`src/rtl/transmission8_rx_pkg.sv`:
```
// Shared types and defaults for the 8-channel TDM receive path.
// Frame geometry defaults and the receiver state encoding.
package transmission8_rx_pkg;

  localparam int WIDTH_DEF = 8;
  localparam int SEL_W_DEF = 3;

  typedef enum logic {
    IDLE = 1'b0,
    RECV = 1'b1
  } state_t;

endpackage

```
`src/rtl/transmission8_rx_if.sv`:
```
// Link-side and frame-side signals of the TDM receiver.
// master drives the strobe/bit side; slave is the receiver.
interface transmission8_rx_if
  import transmission8_rx_pkg::*;
#(
  parameter int WIDTH = WIDTH_DEF,
  parameter int SEL_W = SEL_W_DEF
);

  logic             iSync;
  logic             iEn;
  logic             iBit;
  logic [SEL_W-1:0] oSel;
  logic [WIDTH-1:0] oData;
  logic             oValid;
  logic             oBusy;
  logic             oErr;

  modport master (
    output iSync, iEn, iBit,
    input  oSel, oData, oValid, oBusy, oErr
  );

  modport slave (
    input  iSync, iEn, iBit,
    output oSel, oData, oValid, oBusy, oErr
  );

endinterface

```
`src/rtl/transmission8_rx_chan_counter.sv`:
```
// Channel counter: load-to-1 on frame start, step, wrap to 0.
// Its value is the far-end select and the assembly write index.
module transmission8_rx_chan_counter
  import transmission8_rx_pkg::*;
#(
  parameter int WIDTH = WIDTH_DEF,
  parameter int SEL_W = SEL_W_DEF
) (
  input  logic             clk,
  input  logic             rst_n,
  input  logic             load,
  input  logic             inc,
  output logic [SEL_W-1:0] cnt
);

  localparam logic [SEL_W-1:0] LAST = SEL_W'(WIDTH - 1);

  // load wins over step; last channel wraps back to 0
  always_ff @(posedge clk or negedge rst_n) begin
    if (!rst_n) begin
      cnt <= '0;
    end else if (load) begin
      cnt <= SEL_W'(1);
    end else if (inc) begin
      cnt <= (cnt == LAST) ? '0 : cnt + SEL_W'(1);
    end
  end

endmodule

```
`src/rtl/transmission8_rx.sv`:
```
// Receive end of the 8-channel TDM link.
// Steps the far-end select and rebuilds each frame in parallel.
module transmission8_rx
  import transmission8_rx_pkg::*;
#(
  parameter int WIDTH = WIDTH_DEF,
  parameter int SEL_W = SEL_W_DEF
) (
  input  logic                iClk,
  input  logic                iRst_n,
  transmission8_rx_if.slave   bus
);

  localparam logic [SEL_W-1:0] LAST = SEL_W'(WIDTH - 1);

  state_t           state;
  state_t           stateNext;
  logic [SEL_W-1:0] cnt;
  logic [SEL_W-1:0] wrIdx;
  logic [WIDTH-1:0] shift;
  logic [WIDTH-1:0] shiftNext;
  logic             loadOne;
  logic             incCnt;
  logic             wrBit;
  logic             frameDone;
  logic             errNext;

  transmission8_rx_chan_counter #(
    .WIDTH (WIDTH),
    .SEL_W (SEL_W)
  ) uCnt (
    .clk   (iClk),
    .rst_n (iRst_n),
    .load  (loadOne),
    .inc   (incCnt),
    .cnt   (cnt)
  );

  assign bus.oSel = cnt;

  // state register
  always_ff @(posedge iClk or negedge iRst_n) begin
    if (!iRst_n) begin
      state <= IDLE;
    end else begin
      state <= stateNext;
    end
  end

  // next state and per-strobe control
  always_comb begin
    stateNext = state;
    loadOne   = 1'b0;
    incCnt    = 1'b0;
    wrBit     = 1'b0;
    frameDone = 1'b0;
    errNext   = 1'b0;
    if (bus.iEn) begin
      unique case (state)
        IDLE: begin
          if (bus.iSync) begin
            loadOne   = 1'b1;
            wrBit     = 1'b1;
            stateNext = RECV;
          end
        end
        RECV: begin
          wrBit = 1'b1;
          unique case (1'b1)
            bus.iSync: begin
              errNext = 1'b1;
              loadOne = 1'b1;
            end
            (!bus.iSync && cnt == LAST): begin
              frameDone = 1'b1;
              incCnt    = 1'b1;
              stateNext = IDLE;
            end
            default: begin
              incCnt = 1'b1;
            end
          endcase
        end
        default: stateNext = IDLE;
      endcase
    end
  end

  // a restart always lands in channel 0
  assign wrIdx = loadOne ? '0 : cnt;

  // assembly word with this strobe's bit merged in
  always_comb begin
    shiftNext        = shift;
    shiftNext[wrIdx] = bus.iBit;
  end

  // assembly register
  always_ff @(posedge iClk or negedge iRst_n) begin
    if (!iRst_n) begin
      shift <= '0;
    end else if (wrBit) begin
      shift <= shiftNext;
    end
  end

  // frame output and status pulses
  always_ff @(posedge iClk or negedge iRst_n) begin
    if (!iRst_n) begin
      bus.oData  <= '0;
      bus.oValid <= 1'b0;
      bus.oBusy  <= 1'b0;
      bus.oErr   <= 1'b0;
    end else begin
      if (frameDone) begin
        bus.oData <= shiftNext;
      end
      bus.oValid <= frameDone;
      bus.oErr   <= errNext;
      bus.oBusy  <= (stateNext == RECV);
    end
  end

endmodule

```
`src/flat_wrapper.sv`:
```
// flat-port wrapper written by rule: the top's interface ports become plain ports
module transmission8_rx_flat import transmission8_rx_pkg::*;
#(
  parameter int WIDTH = WIDTH_DEF,
  parameter int SEL_W = SEL_W_DEF
)
  (iClk, iRst_n, bus_iSync, bus_iEn, bus_iBit, bus_oSel, bus_oData, bus_oValid, bus_oBusy, bus_oErr);
  transmission8_rx_if #(.WIDTH(WIDTH), .SEL_W(SEL_W)) bus_i ();
  input  logic iClk;
  input  logic iRst_n;
  input wire logic [$bits(bus_i.iSync)-1:0] bus_iSync;
  input wire logic [$bits(bus_i.iEn)-1:0] bus_iEn;
  input wire logic [$bits(bus_i.iBit)-1:0] bus_iBit;
  output wire logic [$bits(bus_i.oSel)-1:0] bus_oSel;
  output wire logic [$bits(bus_i.oData)-1:0] bus_oData;
  output wire logic [$bits(bus_i.oValid)-1:0] bus_oValid;
  output wire logic [$bits(bus_i.oBusy)-1:0] bus_oBusy;
  output wire logic [$bits(bus_i.oErr)-1:0] bus_oErr;
  assign bus_i.iSync = bus_iSync;
  assign bus_i.iEn = bus_iEn;
  assign bus_i.iBit = bus_iBit;
  assign bus_oSel = bus_i.oSel;
  assign bus_oData = bus_i.oData;
  assign bus_oValid = bus_i.oValid;
  assign bus_oBusy = bus_i.oBusy;
  assign bus_oErr = bus_i.oErr;
  transmission8_rx #(.WIDTH(WIDTH), .SEL_W(SEL_W)) u_core (.iClk(iClk), .iRst_n(iRst_n), .bus(bus_i));
endmodule
```
`config.mk`:
```
export PLATFORM = sky130hd
export DESIGN_NAME = transmission8_rx_flat
export DESIGN_NICKNAME = d
export VERILOG_FILES = /design/src/rtl/transmission8_rx_pkg.sv /design/src/rtl/transmission8_rx_if.sv /design/src/rtl/transmission8_rx_chan_counter.sv /design/src/rtl/transmission8_rx.sv /design/src/flat_wrapper.sv
export SDC_FILE = /design/constraint.sdc
export NUM_CORES = 1
export LEC_CHECK = 0
export CAP_MARGIN = 20
export CORE_AREA = 4 4 53 55
export DETAILED_ROUTE_END_ITERATION = 12
export DIE_AREA = 0 0 57 59
export MAX_ROUTING_LAYER = met4
export PLACE_DENSITY = 0.65
export SLEW_MARGIN = 20
export SYNTH_ARGS = -nofsm -noshare
export SYNTH_HDL_FRONTEND = slang
export SYNTH_HIERARCHICAL = 1
export SYNTH_SLANG_ARGS = --single-unit
```
`constraint.sdc`:
```
create_clock -name iClk -period 4 [get_ports iClk]
set_input_delay 0.8 -clock iClk [delete_from_list [all_inputs] [get_ports iClk]]
set_output_delay 0.8 -clock iClk [all_outputs]
set_load 0.02 [all_outputs]
```
# Yosys cells after proc, flatten, opt, wreduce, memory -nomap -nowiden
# Index checks and enable logic that the tools add are counted.
# totals
regBits,22
input_bits,5
wordCells,36
# classes
add_sub_neg,1
n_lt_le_gt_ge,2
eq_ne,1
n_mux,21
n_bitwise,1
reduce_logical,4
# op_table
cell,n
1-bit 2-to-1 mux,13
3-bit 2-to-1 mux,4
8-bit bitwise mux,1
"3-bit by 4-bit < comparator with 1-bit output, second input constant",1
1-bit one-hot mux with 2 select lines,2
"3-bit by 1-bit adder with 3-bit output, second input constant",1
1-bit demux with 3-bit select,1
"3-bit == test, second input constant",1
"3-bit by 1-bit greater-or-equal comparator with 1-bit output, second input constant",1
1-bit logical AND,2
2-bit nonzero test,1
1-bit logical NOT,1
1-bit inverter,1

# Longest topological paths before layout
# depth
word_depth,8
depth_mapped,4

# Modules after synthesis
# The synthesis kept the hierarchy.
# by_module_without_submodules
module,n_inst,cells_per_inst,area_per_inst_um2,seq_area_each_um2
transmission8_rx,1,56,857.1,450.4
transmission8_rx_chan_counter,1,13,150.1,75.1

# Worst setup path before layout
# Ideal clock, no wire load.
# synth_path
path_type,input to register
start,input port bus_iSync
end,register u_core.shift[2]
setup_time_ns,0.128
arrival_ns,1.560
required_time_ns,3.872
slack_ns,2.312
stages,3
n_path_buf,0
path_cell_list,nand3b_4 > nor4b_2 > mux2_1
# synth_between
elab_chain_cells,8
elab_cells_between_ends,11
# synth_rtl
element,line_no,source
"start, declared",flat_wrapper.sv:11,input wire logic [$bits(bus_i.iSync)-1:0] bus_iSync;
1-bit 2-to-1 mux *,"transmission8_rx.sv:61, transmission8_rx.sv:69",
1-bit 2-to-1 mux,transmission8_rx.sv:58,if (bus.iEn) begin
3-bit 2-to-1 mux,transmission8_rx.sv:90,assign wrIdx = loadOne ? '0 : cnt;
3-bit by 4-bit < comparator with 1-bit output (not written as such) or 3-bit by 1-bit greater-or-equal comparator with 1-bit output (tied branches),transmission8_rx.sv:95,shiftNext[wrIdx] = bus.iBit;
1-bit logical AND (not written as such),transmission8_rx.sv:95,
1-bit 2-to-1 mux (not written as such),transmission8_rx.sv:95,
1-bit demux with 3-bit select,-,
8-bit bitwise mux,transmission8_rx.sv:95,
"end signal, assigned",transmission8_rx.sv:103,shift <= shiftNext;
"end, declared",transmission8_rx.sv:20,logic [WIDTH-1:0] shift;
# Every way passes the cells marked *; elsewhere a longest branch is shown, timed or not.
# A chain may end at the register's enable or synchronous reset.

# Worst setup path after layout
# layout_path
start,register u_core.uCnt.cnt[0]
end,output port bus_oSel[0]
# layout_lines
element,line_no,source
"start, declared",transmission8_rx_chan_counter.sv:13,output logic [SEL_W-1:0] cnt
"start signal, assigned",transmission8_rx_chan_counter.sv:25,cnt <= (cnt == LAST) ? '0 : cnt + SEL_W'(1);
"end, declared",flat_wrapper.sv:14,output wire logic [$bits(bus_i.oSel)-1:0] bus_oSel;
# No word-level cell between the ends.

==> metrics.txt <==
CTS max path bufs 2; gr busiest metal met2; Pins Over Slew Limit 0; RePlAce Congestion 0.721; row cnt 18; # setup viols final 0; nets 96; met3 Resource Use GR 3.05%; outcome completed; P&R area growth vs syn 21.7%; total global routing overflow 0; I/O Pins 19; commonest cells in the netlist 21 x dfrtp_1, 8 x mux2_4, 4 x mux2_2, 4 x nor2_1; fraction of layout cells with a size suffix above 1 26.1%; number of DRC markers in iteration 0 6; crit-path cells clkdlybuf4s50_1; setup_tns 0 ps; postcts setup bufs 0; Final WS setup 1550 ps; Synth Cell Area 1010 um^2; Synth async-reset ratio 100%; cell leakage power 0.549 nW; Synthesized Nets 76; Die Span Y 59 um; vias in the first global route 664; Max Freq 0.407 GHz; TritonCTS clock tree yes; Synth cell types 26; worst slew pin tran 939 ps; Global Route Usage Sum 13.0%; peak supply drop 0.000301 V; RSZ-0062 raised after global routing no; Clk Tree Root Cell clkbuf_4; Max-cap violations 0; DR vias 616; drt first pass iters 4; global-route wire length before repair 3.28 mm; Area contributors post-synth dfrtp_1 52%, mux2_4 12%, mux2_2 4.5%, nor4b_2 4.5%, mux2_1 3.4%; die width 57 um; slowest stage delay, CP 700 ps; Place WS 1650 ps; CP max stage cell clkdlybuf4s50_1; largest net degree at the start of global routing 22; Tightest Hold Check Type flip-flop to flip-flop; Die Area 3360 um^2; post_cts resized 0; Clock Sinks 21; ant diodes 0; final worst path period need 2450 ps; worst path bufs/invs 1; Main synth FF type dfrtp_1; area share of the largest cell type after synthesis 52.2%; HPWL Detailed 1.24 mm; Ys Warns 6; worst clock skew 2.64 ps; Worst Path Arrival 1650 ps; Post-Synthesis Cells 69; largest area contributor in the netlist dfrtp_1; synthesized flop and latch total 21; Post-synth EDFFs 0; most common cell in the netlist dfrtp_1; port buffer count 18; Max-slew headroom 37.2%; post-route ant nets 0; PD cells 437 nW/um^2; Final Hold Fails 0; CP delay by family, top buffers and inverters; nature of the critical path endpoint output port; critical path class flip-flop to output port; syn avg cell area 14.6 um^2; sequential share of the synthesized area 52.2%; CTS H-tree lvls 1; WL per Instance 15.4 um; GR met1 Demand/Resource 16.7%; grt met2 use 20.6%; Clock Latency Late Sink 290 ps; clock transition at the registers of the reported paths 110 ps; CTS buffer count 3; Power Total 0.535 mW; core footprint 2390 um^2; Worst Path Required 3200 ps; final period utilization 61.4%; post-DR vias/cell 5.22; antenna violations before repair 0; critical-path maximum fanout 12; DRT Wirelength 1.82 mm; initial core utilization 42.2%; DRC viols 0; Post-CTS Hold Fix Bufs 0; Worst Setup Start Kind flip-flop
-- sequential cells by signal (all words and copies together), names as in the netlist --
signal,cells
u_core/bus.oData,8
u_core/bus.oValid,1
u_core/bus.oBusy,1
u_core/shift,7
u_core/uCnt/cnt,3
u_core/bus.oErr,1
-- metrics by stage --
stage                     instances  area [um^2]  utilization (%)  hold WS, ps
final                           118         1230             51.4          498
after global routing            118         1230             51.4          539
after CTS                       118         1230             51.4          503
after detailed placement        114         1200             50.2          475
after global placement          114         1200             50.2          468
after floorplan                  69         1010                -          456
-- layout by cell type, fill, tap and decap left out, drive strengths merged --
cell           instances
a21o                   1
mux2                  15
clkinv                 1
and2                   1
mux2i                  1
nor3b                  3
clkbuf                 3
nand4                  1
nor3                   3
ha                     2
o21ai                  1
nand3                  1
nand2                  1
inv                    1
and3                   1
nor2                   5
a211o                  1
a32o                   1
clkdlybuf4s50         18
dfrtp                 21
nand4b                 1
nor2b                  1
nor4b                  3
nand3b                 1
-- cells by family (layout without fill, tap and decap cells) --
logic type / after synthesis / in the layout / share of synthesized area (%)
mux: 16 / 16 / 20.7
flops: 21 / 21 / 52.2
compound gates: 4 / 4 / 3.11
simple gates: 22 / 22 / 18.5
fa+ha+maj: 2 / 2 / 2.48
buf+inv: 4 / 23 / 2.98
-- path summary, 6_finish.rpt --
path,end,from,slack [ps],depth (start not counted)
worst max-delay path,bus_oSel[0],u_core/uCnt/cnt[0],1550,1
worst min-delay path,u_core/shift[4],u_core/shift[4],500,1
worst max register to register,u_core/shift[5],u_core/uCnt/cnt[0],2360,3
worst min register to register,u_core/shift[4],u_core/shift[4],500,1
max in group asynchronous,u_core/bus.oData[0],iRst_n,2420,1
min in group asynchronous,u_core/bus.oData[2],iRst_n,1020,1
-- layout make-up --
type / instances / area [um^2]
clock buffer: 3 / 22.5
inverter: 1 / 3.75
clock inverter: 1 / 5.00
sequential: 21 / 526
fill: 238 / 1160
timing repair buffer: 18 / 180
multi-input combinational: 44 / 452
tap: 30 / 37.5
-- power breakdown --
group | switching (mW) | leakage, nW | internal (mW)
logic | 0.0584 | 0.258 | 0.0817
clock network | 0.0612 | 0.0177 | 0.0372
registers | 0.0436 | 0.273 | 0.253
total | 0.163 | 0.549 | 0.372
-- routing by layer --
layer	vias up	wire length, um
met1	313	836
met2	13	881
met4	0	8
li1	288	-
met5	-	0
met3	2	91
No activity file was read; power rests on OpenSTA's default activity.
==> patch 1 (config.mk and constraints unchanged) <==
Reset style: synchronous (`iRst_n` and `rst_n`), changed in 4 clocked blocks.
--- a/src/rtl/transmission8_rx_chan_counter.sv
+++ b/src/rtl/transmission8_rx_chan_counter.sv
@@ -16,7 +16,7 @@
   localparam logic [SEL_W-1:0] LAST = SEL_W'(WIDTH - 1);
 
   // load wins over step; last channel wraps back to 0
-  always_ff @(posedge clk or negedge rst_n) begin
+  always_ff @(posedge clk) begin
     if (!rst_n) begin
       cnt <= '0;
     end else if (load) begin
--- a/src/rtl/transmission8_rx.sv
+++ b/src/rtl/transmission8_rx.sv
@@ -39,7 +39,7 @@
   assign bus.oSel = cnt;
 
   // state register
-  always_ff @(posedge iClk or negedge iRst_n) begin
+  always_ff @(posedge iClk) begin
     if (!iRst_n) begin
       state <= IDLE;
     end else begin
@@ -96,7 +96,7 @@
   end
 
   // assembly register
-  always_ff @(posedge iClk or negedge iRst_n) begin
+  always_ff @(posedge iClk) begin
     if (!iRst_n) begin
       shift <= '0;
     end else if (wrBit) begin
@@ -105,7 +105,7 @@
   end
 
   // frame output and status pulses
-  always_ff @(posedge iClk or negedge iRst_n) begin
+  always_ff @(posedge iClk) begin
     if (!iRst_n) begin
       bus.oData  <= '0;
       bus.oValid <= 1'b0;
Function: differs if iRst_n is asserted again (counterexample within 4 cycles, from zero or initial values and one cycle with iRst_n low); with iRst_n held inactive, the same outputs for 10 cycles.
==> patch 1 against the original RTL <==
- final area shrank 7.7%
- cell count grew 23%
- routed wire length grew 6.4%
- area after synthesis shrank 3.7%
- setup slack gained 9.5 ps
- sequential cell count is the same
- non-clock buffer count is the same
- critical path type unchanged
Power is not compared: it rests on default switching activity, and its combinational part moved more than twofold at a synthesized area within 25%.
==> patch 1: results (changes against the original RTL) <==
[outcome]
status=completed  ; unchanged

[setup_path]
worstPathMaxFanout=14  ; was 12
slowest_stage=clkdlybuf4s50_1  ; unchanged

[detailed_routing]
wl_met1_um=939  ; was 836 um
wl_met3_um=140  ; was 91 um
wirelength_um=1930  ; was 1820 um
vias=776  ; was 616
drt_iter0_markers=25  ; was 6
met2_length_um=844  ; was 881 um

[global_route]
grt_pass1_wl_um=3220  ; was 3280 um
grt_max_degree=18  ; was 22
grt.total_usage_pct=12.7  ; was 13.0%
grt_pass1_vias=700  ; was 664

[placement]
post-place-ws_ps=1710  ; was 1650 ps
routabilityCongestion=0.743  ; was 0.721
dp_hpwl_um=1330  ; was 1240 um

[synth]
ys_seq_area_share_pct=43.4  ; was 52.2%
syn_nets=108  ; was 76
ys_types=31  ; was 26
synth_common_cells=21 x dfxtp_1, 10 x a21oi_1, 10 x nand3_1, 9 x nand2_1, 9 x o21ai_0  ; was 21 x dfrtp_1, 8 x mux2_4, 4 x mux2_2, 4 x nor2_1
synthTopCellsByArea=dfxtp_1 43%, mux2i_1 7.2%, buf_6 5.8%, a21oi_1 5.2%, nand3_1 5.2%  ; was dfrtp_1 52%, mux2_4 12%, mux2_2 4.5%, nor4b_2 4.5%, mux2_1 3.4%
postSynth.asyncResetShare_pct=0  ; was 100%

[sta]
maxSlewViolCount=0  ; unchanged
relSlewSlack_pct=67.6  ; was 37.2%
fin_skew_ps=7.02  ; was 2.64 ps

[layout]
layout-drive-gt1-share_pct=7.83  ; was 26.1%
fin_nets=123  ; was 96

[clock_tree]
htree_levels=1  ; unchanged

-- patch 1: cell count changes in the layout (fill, tap and decap cells not counted), moves of 3 or more --
cell / unedited run / this run
mux2_1: 3 / 0
dfrtp_1: 21 / 0
dfxtp_1: 0 / 21
mux2i_1: 1 / 7
mux2_4: 8 / 0
nand3_1: 0 / 10
nand2_1: 1 / 9
o21ai_0: 0 / 9
a21oi_1: 0 / 10
mux2_2: 4 / 0
-- patch 1: worst paths after layout --
path	startpoint	to	slack (ps)	cells after the start
worst min-delay path	u_core/shift[2]$_SDFFE_PN0P_	u_core/bus.oData[2]$_SDFFE_PN0P_	470	2
worst max register to register	u_core/uCnt/cnt[0]$_SDFFE_PN0P_	u_core/uCnt/cnt[0]$_SDFFE_PN0P_	2540	4
worst max-delay path	u_core/uCnt/cnt[0]$_SDFFE_PN0P_	bus_oSel[0]	1550	1
worst min register to register	u_core/shift[2]$_SDFFE_PN0P_	u_core/bus.oData[2]$_SDFFE_PN0P_	470	2
-- patch 1: worst min-delay path, cell delays in order (launching register included) --
cell,delay [ps]
dfxtp_1,330
nand3_1,60
a21oi_1,50
-- patch 1: area by class of cell --
type,instances,area [um2]
Clock buffer,4,26.3
Timing Repair Buffer,18,180
Fill cell,246,1250
Inverter,4,15.0
Tap cell,30,37.5
Sequential cell,21,420
Multi-Input combinational cell,68,453
-- patch 1: cells by family after synthesis --
| group | Yosys count | share of synthesized area [%] |
|---|---|---|
| AND/OR/NAND/NOR | 35 | 22.6 |
| AO/OA/AOI/OAI | 24 | 14.3 |
| flip-flops | 21 | 43.4 |
| buffers and inverters | 12 | 9.93 |
| multiplexers | 7 | 7.23 |
| adder cells (fa/ha/maj) | 2 | 2.58 |
-- patch 1: power by group through the flow --
stage | combinational (W) | clock (W) | sequential, W
floorplan | 0.0000189 | 0 | 0.000221
global placement | 0.0000266 | 0 | 0.000221
detailed placement | 0.0000273 | 0 | 0.000221
CTS | 0.0000274 | 0.000104 | 0.000216
global route | 0.0000299 | 0.000115 | 0.000217
finish | 0.0000273 | 0.0000991 | 0.000216
-- patch 1: per-layer routing --
layer	global-route usage, %	vias up
li1	-	387
met1	17.3	361
met2	17.6	26
met3	5.01	2
met4	2.98	0
met5	-	-
-- patch 1: stage by stage --
stage                     cell area [um2]  total power (W)  cells
after floorplan                       970         0.000240    101
after global placement               1110         0.000247    141
after detailed placement             1110         0.000248    141
after CTS                            1130         0.000347    145
after global routing                 1130         0.000362    145
final                                1130         0.000343    145
==> patch 2 (config.mk and constraints unchanged) <==
Made on the original files. Change the package constant `SEL_W_DEF` from 3 to 2.
--- a/src/rtl/transmission8_rx_pkg.sv
+++ b/src/rtl/transmission8_rx_pkg.sv
@@ -3,7 +3,7 @@
 package transmission8_rx_pkg;
 
   localparam int WIDTH_DEF = 8;
-  localparam int SEL_W_DEF = 3;
+  localparam int SEL_W_DEF = 2;
 
   typedef enum logic {
     IDLE = 1'b0,
Ports: changed (resized bus_oSel); port bits go from 19 to 18. The function was not compared with the original's and may differ.
==> patch 2 against the original RTL <==
- routed wire length down 50%
- critical path depth did not move
- combinational power grew 49%
- sequential cell count down 9
- final area is 39% lower
- setup slack gained 240 ps
- total power down 8.7%
- cell count down 25%
- area after synthesis fell by 42%
- critical path type unchanged
- highest routed layer unchanged
==> patch 2: results (changes against the original RTL) <==
[synth]
synth-adder-area-share_pct=2.16  ; was 2.48%
synth_common_cells=12 x dfrtp_1, 6 x mux2_2, 4 x buf_4, 3 x nor3b_1  ; was 21 x dfrtp_1, 8 x mux2_4, 4 x mux2_2, 4 x nor2_1
synthMuxAreaShare_pct=18.6  ; was 20.7%
synth_compound_area_share_pct=3.89  ; was 3.11%
ys_seq_area_share_pct=51.8  ; was 52.2%
ys_types=20  ; was 26
synthTopCellsByArea=dfrtp_1 52%, mux2_2 12%, buf_4 5.2%, mux2_4 5.2%, nor3b_1 3.9%  ; was dfrtp_1 52%, mux2_4 12%, mux2_2 4.5%, nor4b_2 4.5%, mux2_1 3.4%

[sta]
relSlewSlack_pct=64.5  ; was 37.2%

[power]
p_leak_nw=0.329  ; was 0.549 nW
vdd_drop_max_mv=0.257  ; was 0.301 mV
p_clk_w=0.0000706  ; was 0.0000984 W
p_comb_share_pct=42.8  ; was 26.2%

[global_route]
grt_max_degree=13  ; was 22
grtUsageMet2_pct=10.1  ; was 20.6%
grt.total_usage_pct=6.63  ; was 13.0%
grt_use_met3_pct=3.70  ; was 3.05%

[outcome]
status=completed  ; unchanged

[placement]
post-place-ws_ps=1750  ; was 1650 ps
port-buffer-count=13  ; was 18
routabilityCongestion=0.737  ; was 0.721

[detailed_routing]
wl_met1_um=330  ; was 836 um
vias=368  ; was 616
met2_length_um=492  ; was 881 um
wl_met3_um=74  ; was 91 um
drt_iter0_markers=4  ; was 6
wl_per_cell_um=10.4  ; was 15.4 um
dr.pass1.iters=3  ; was 4

[setup_path]
rrSetupSlack_ps=2720  ; was 2360 ps
worstPathMaxFanout=9  ; was 12

[layout]
layout-drive-gt1-share_pct=29.3  ; was 26.1%
reg_top3=u_core/bus.oData (4), u_core/shift (3), u_core/uCnt/cnt (2)  ; was u_core/bus.oData (8), u_core/shift (7), u_core/uCnt/cnt (3)

[clock_tree]
insertion_delay_ps=270  ; was 290 ps

[min_path]
hp-start=u_core/shift[0]$_DFFE_PN0P_  ; was u_core/shift[4]$_DFFE_PN0P_
hold_end=u_core/shift[0]$_DFFE_PN0P_  ; was u_core/shift[4]$_DFFE_PN0P_

patch 2: per-stage QoR:
| stage | total power (W) | hold WS (ps) | instance area, um2 | utilization (%) | instances |
|---|---|---|---|---|---|
| 2_1_floorplan | 0.000333 | 475 | 591 | - | 46 |
| 3_3_place_gp | 0.000419 | 491 | 728 | 30.5 | 85 |
| 3_5_place_dp | 0.000424 | 494 | 728 | 30.5 | 85 |
| 4_1_cts | 0.000497 | 510 | 751 | 31.4 | 88 |
| 5_1_grt | 0.000519 | 523 | 751 | 31.4 | 88 |
| 6_report | 0.000489 | 508 | 751 | 31.4 | 88 |
patch 2: area by class of cell:
cell class / count / area (um2)
clock buffers: 3 / 22.5
fillers: 258 / 1640
inverters: 2 / 7.51
multi-input cells: 28 / 253
flip-flops and latches: 12 / 300
well taps: 30 / 37.5
repair buffers: 13 / 130
patch 2: worst max-delay path by stage:
stage                                         startpoint                               to  cells past startpoint
final                     u_core/uCnt/cnt[0]$_DFFE_PN0P_                      bus_oSel[0]                      1
after global routing      u_core/uCnt/cnt[0]$_DFFE_PN0P_                      bus_oSel[0]                      1
after CTS                 u_core/uCnt/cnt[0]$_DFFE_PN0P_                      bus_oSel[0]                      1
after detailed placement                         bus_iEn  u_core/bus.oData[0]$_DFFE_PN0P_                      4
after global placement                           bus_iEn  u_core/bus.oData[0]$_DFFE_PN0P_                      4
after floorplan                                bus_iSync      u_core/shift[2]$_DFFE_PN0P_                      3
patch 2: cells by family after synthesis:
family | count (synthesis)
other | 1
AO/OA/AOI/OAI | 3
multiplexers | 9
flip-flops | 12
adder cells (fa/ha/maj) | 1
AND/OR/NAND/NOR | 11
buffers and inverters | 6
